## src/rtl/mult_seq_controller.sv

```systemverilog
// ---------------------------------------------------------------------------
// mult_seq_controller
//
// Control unit for a repeated-addition multiplier datapath (R1, R2, R3, R4, R).
// It loads the operands, optionally swaps them so the loop runs over the
// smaller one, then accumulates R3 += R2 while counting R1 down to zero, and
// finally commits R3 into R4. An abort input, an iteration watchdog and
// busy/done/error status are provided for the surrounding top level.
//
// Ports:
//   clk        - rising-edge clock, shared with the datapath
//   rst_n      - asynchronous active-low reset
//   start      - level request, only sampled while idle
//   abort      - cancels an operation in progress (synchronous)
//   R1         - datapath R1, loop counter operand
//   R2         - datapath R2, addend operand
//   Enable3    - load:       R1=in1, R2=in2, R3=0, R=0
//   Enable7    - swap R1 and R2
//   Enable9    - commit:     R4=R3, R=1
//   Enable10   - accumulate: R3+=R2, R1-=1
//   busy       - high whenever the controller is not idle
//   done       - one-cycle pulse together with Enable9
//   error      - sticky watchdog flag, cleared by the next accepted start
//   iter_count - number of Enable10 cycles in the current or last operation
// ---------------------------------------------------------------------------
module mult_seq_controller #(
  parameter int               WIDTH    = 32,
  parameter int               CNT_W    = 32,
  parameter logic [CNT_W-1:0] MAX_ITER = 32'hFFFF_FFFF,
  parameter bit               SWAP_EN  = 1'b1
) (
  input  logic             clk,
  input  logic             rst_n,
  input  logic             start,
  input  logic             abort,
  input  logic [WIDTH-1:0] R1,
  input  logic [WIDTH-1:0] R2,
  output logic             Enable3,
  output logic             Enable7,
  output logic             Enable9,
  output logic             Enable10,
  output logic             busy,
  output logic             done,
  output logic             error,
  output logic [CNT_W-1:0] iter_count
);

  typedef enum logic [2:0] {
    IDLE,
    LOAD,
    CMP,
    SWAP,
    LOOP,
    FINISH
  } state_t;

  localparam logic [CNT_W-1:0] CNT_ONE = {{(CNT_W-1){1'b0}}, 1'b1};

  state_t           r_state;
  logic [CNT_W-1:0] r_iterCount;
  logic             r_error;

  logic w_r1Zero;
  logic w_atLimit;
  logic w_accumulate;

  // Loop status derived from the live datapath R1 and the iteration counter.
  // The counter never passes MAX_ITER, so reaching it is the watchdog trip.
  assign w_r1Zero     = (R1 == '0);
  assign w_atLimit    = (r_iterCount >= MAX_ITER);
  assign w_accumulate = (r_state == LOOP) && !w_r1Zero && !w_atLimit && !abort;

  // Main sequencer. Abort takes priority over every state except IDLE and
  // leaves the error flag untouched, so no commit happens on that path.
  // The iteration counter advances exactly when Enable10 is issued.
  always_ff @(posedge clk or negedge rst_n) begin
    if (!rst_n) begin
      r_state     <= IDLE;
      r_iterCount <= '0;
      r_error     <= 1'b0;
    end else if (abort && (r_state != IDLE)) begin
      r_state <= IDLE;
    end else begin
      case (r_state)
        IDLE: begin
          if (start) begin
            r_state     <= LOAD;
            r_iterCount <= '0;
            r_error     <= 1'b0;
          end
        end
        LOAD: begin
          r_state <= CMP;
        end
        CMP: begin
          if (SWAP_EN && (R1 > R2)) begin
            r_state <= SWAP;
          end else begin
            r_state <= LOOP;
          end
        end
        SWAP: begin
          r_state <= LOOP;
        end
        LOOP: begin
          if (w_r1Zero) begin
            r_state <= FINISH;
          end else if (w_atLimit) begin
            r_error <= 1'b1;
            r_state <= FINISH;
          end else begin
            r_iterCount <= r_iterCount + CNT_ONE;
          end
        end
        FINISH: begin
          r_state <= IDLE;
        end
        default: begin
          r_state <= IDLE;
        end
      endcase
    end
  end

  // Enables decode straight from the state register; abort masks them in the
  // same cycle so a cancelled operation never touches the datapath again.
  assign Enable3    = (r_state == LOAD)   && !abort;
  assign Enable7    = (r_state == SWAP)   && !abort;
  assign Enable9    = (r_state == FINISH) && !abort;
  assign Enable10   = w_accumulate;
  assign done       = Enable9;
  assign busy       = (r_state != IDLE);
  assign error      = r_error;
  assign iter_count = r_iterCount;

endmodule

```

## config.mk

```make
export PLATFORM = sky130hd
export DESIGN_NAME = mult_seq_controller
export DESIGN_NICKNAME = d
export VERILOG_FILES = /design/src/rtl/mult_seq_controller.sv
export SDC_FILE = /design/constraint.sdc
export NUM_CORES = 1
export LEC_CHECK = 0
export ABC_AREA = 1
export BUFFER_PORTS_ARGS = -buffer_cell sky130_fd_sc_hd__buf_4
export CAP_MARGIN = 20
export CORE_AREA = 2 2 107 99
export CTS_BUF_LIST = sky130_fd_sc_hd__clkbuf_2 sky130_fd_sc_hd__clkbuf_4 sky130_fd_sc_hd__clkbuf_8
export CTS_CLUSTER_SIZE = 10
export DETAILED_ROUTE_END_ITERATION = 8
export DIE_AREA = 0 0 109 101
export PLACE_DENSITY_LB_ADDON = 0.15
export REMOVE_ABC_BUFFERS = 1
export SKIP_CTS_REPAIR_TIMING = 1
export SKIP_LAST_GASP = 1
export SYNTH_ARGS = -nofsm -noshare
export SYNTH_HDL_FRONTEND = slang
export SYNTH_SLANG_ARGS = --single-unit
```

## constraint.sdc

```tcl
create_clock -name clk -period 1.7 [get_ports clk]
set_input_delay 0.255 -clock clk [delete_from_list [all_inputs] [get_ports clk]]
set_output_delay 0.255 -clock clk [all_outputs]
set_load 0.05 [all_outputs]
```

==> metrics.md <==
| Metric | Value |
|---|---|
| Status | `complete, but fails checks` |
| Failing checks | `setup timing` |
| Crit Path Max Fanout | `3` |
| Hold Crit Class | `input port to register` |
| Actual slew at the worst max-slew pin | `between 0.4 and 0.5 ns` |
| Layout cells sized above 1 | `0.327` |
| GPL Wtd Cong | `0.879` |
| Worst path required time | `1.44 ns` |
| Hold endpoint | `r_state[1]` |
| Clock latency on the worst-skew pair | `0.29 ns` |
| Ys async rst share | `1.00` |
| Hold path startpoint | `abort` |
| GRT Resource Usage Total | `0.192` |
| Sequential cell area fraction in the yosys report | `0.268` |
| Initial antenna violation count | `0` |
| Hold Crit Depth | `4` |
| Mapped Cells | `528` |
| Final hold slack | `0.358 ns` |
| Seq cells post-synth | `36` |
| Flop2flop setup slack | `-0.18 ns` |
| Cells on worst reg2reg path | `14` |
| Via-per-instance ratio | `4.53` |
| Post-route cell area | `approximately 5200 um2` |
| Max IR drop VDD | `0.419 mV` |
| Core Region | `9940 um2` |
| CTS tree | `yes` |
| Net count, final | `819` |
| CP Launch Type | `register` |
| # IOs | `107` |
| Area leader, netlist | `dfrtp_1` |
| Vias in the first global route | `3,691` |
| Fin cells | `roughly 850` |
| Count of input and output buffers | `around 110` |
| CTS HTree Levels | `2` |
| Synth cell types | `30` |
| FF-to-FF End | `iter_count[15]` |
| Synth Flop Type | `dfrtp_1` |
| Final Hold Fails | `0` |
| Die X | `between 100 and 150 um` |
| Worst Setup Slack post-DPL | `-0.0328 ns` |
| Total gr overflow | `0` |
| Hpwl dp | `approximately 8400 um` |
| WP data arrival | `1.63 ns` |
| Final Cycle Share | `1.11` |
| DR vias | `around 3.8k` |
| Post-synth top area share | `0.268` |
| CP endpoint kind | `output pin` |
| Post-Syn Area | `roughly 3400 um2` |
| Commonest cells post-synth | `173 x nand2_1, 90 x nor2_1, 65 x inv_1` |
| EDFF count, synth | `0` |
| Diodes inserted | `0` |
| Die Area | `11,000 um2` |
| Initial DRC Count | `124` |
| Final wirelength | `about 11,000 um` |
| Largest net degree at the start of global routing | `37` |
| ANT nets after route | `0` |
| R2r startpoint | `iter_count[0]` |
| Finish-stage setup viols | `33` |
| DR DRC count | `0` |
| Power per Cell Area | `774 nW/um2` |
| Clock Skew | `approximately 0.0075 ns` |
| Starting Density | `0.338` |
| Dpl cell area | `4830 um2` |
| CTS Root Cell | `clkbuf_8` |
| Die Y | `101 um` |
| First-pass GRT wire length | `16,900 um` |
| Kind of critical path | `register to output pin` |
| Post-Syn Area per Cell | `6.37 um2` |
| Area growth syn-to-layout | `54.8%` |
| RSZ-0062 raised after global routing | `true` |
| Setup TNS | `-4.07 ns` |
| Max Buffers Root-to-Sink | `2` |
| Placed cells | `826` |
| Clock-pin slew on the worst setup and hold paths | `roughly 0.08 ns` |
| Tmin final | `between 1.5 and 2 ns` |
| Top area cells in the synthesized netlist | `dfrtp_1 27%, nand2_1 19%, ha_1 12%, nor2_1 10%, inv_1 7.3%` |
| PnR worst setup slack | `-0.189 ns` |
| Slew Viols, Final | `0` |
| Worst slew margin | `0.684` |
| Clock sink count | `36` |
| Fmax achieved | `529 MHz` |
| Leak Pwr | `around 2.7 nW` |
| Drt pass-1 iters | `4` |
| Total of max-cap violations | `0` |
| Row count | `35` |
| WL/cell | `between 10 and 15 um` |
| Most frequent cell after synthesis | `nand2_1` |
| Total CTS buffers | `5` |
| YS warnings | `0` |
## metrics by stage
stage / util / power [mW]
detailed placement: 0.486 / 2.80
finish: 0.524 / 4.03
floorplan: - / 1.94
global route: 0.524 / 4.27
global placement: 0.486 / 2.78
CTS: 0.496 / 3.49
## report_power, final
group          switching (mW)  internal [mW]
Combinational            1.36           1.02
Sequential             0.0417          0.916
Clock                   0.328          0.362
## layout make-up
| class | count | area, um2 |
|---|---|---|
| Multi-Input combinational cell | 412 | 2230 |
| Clock buffer | 7 | 96.3 |
| Sequential cell | 36 | 901 |
| Inverter | 70 | 270 |
| Fill cell | 988 | 4730 |
| Tap cell | 129 | 161 |
| Timing Repair Buffer | 193 | 1550 |
## routing by layer
metal | global-route usage | wire length, um | vias up
met3 | 0.0239 | 610 | 9
met2 | 0.336 | 5080 | 101
met5 | 0 | 0 | -
met1 | 0.256 | 4840 | 1695
li1 | - | - | 2029
met4 | 0.0306 | 116 | 0
## layout by cell type, fill, tap and decap left out, drive strengths merged
master / n
nand2: 176
dlygate4sd3: 1
o211ai: 1
a21oi: 16
buf: 190
inv: 70
dfrtp: 36
nand4: 9
a21o: 2
o21ai: 18
nand3: 18
nor3b: 1
xor2: 16
xnor2: 10
nor2: 94
o21a: 1
clkbuf: 9
ha: 33
nor3: 17
## cells by family (layout without fill, tap and decap cells)
| kind of cell | count (synthesis) | in the layout | synth area share |
|---|---|---|---|
| adder cells (fa/ha/maj) | 33 | 33 | 0.123 |
| XOR/XNOR | 26 | 26 | 0.0677 |
| AND/OR/NAND/NOR | 315 | 315 | 0.385 |
| flip-flops | 36 | 36 | 0.268 |
| AO/OA/AOI/OAI | 38 | 38 | 0.0606 |
| buffers and inverters | 80 | 270 | 0.0963 |
## worst max path at each step
stage	startpoint	slack [ns]	endpoint	depth (start not counted)
2_1_floorplan	iter_count[0]	-0.60	iter_count[11]	12
4_1_cts	iter_count[12]	-0.28	Enable10	8
5_1_grt	iter_count[8]	-0.28	Enable10	8
3_3_place_gp	iter_count[3]	0.008	iter_count[31]	10
3_5_place_dp	iter_count[0]	-0.03	iter_count[16]	12
6_report	iter_count[15]	-0.19	Enable10	8
## flip-flops by register name, indices dropped and copies added, names as in the netlist
| name | cells |
|---|---|
| iter_count | 32 |
| r_state | 3 |
| error | 1 |
## critical path, stage by stage, from the launching register on
cell	delay (ns)
dfrtp_1	0.36
nand2_2	0.08
nor3_4	0.22
nand2_2	0.11
nor2_4	0.13
nand3_2	0.09
nand4_1	0.14
inv_2	0.06
buf_6	0.15
Note: power is estimated with default switching activity, not from simulation.
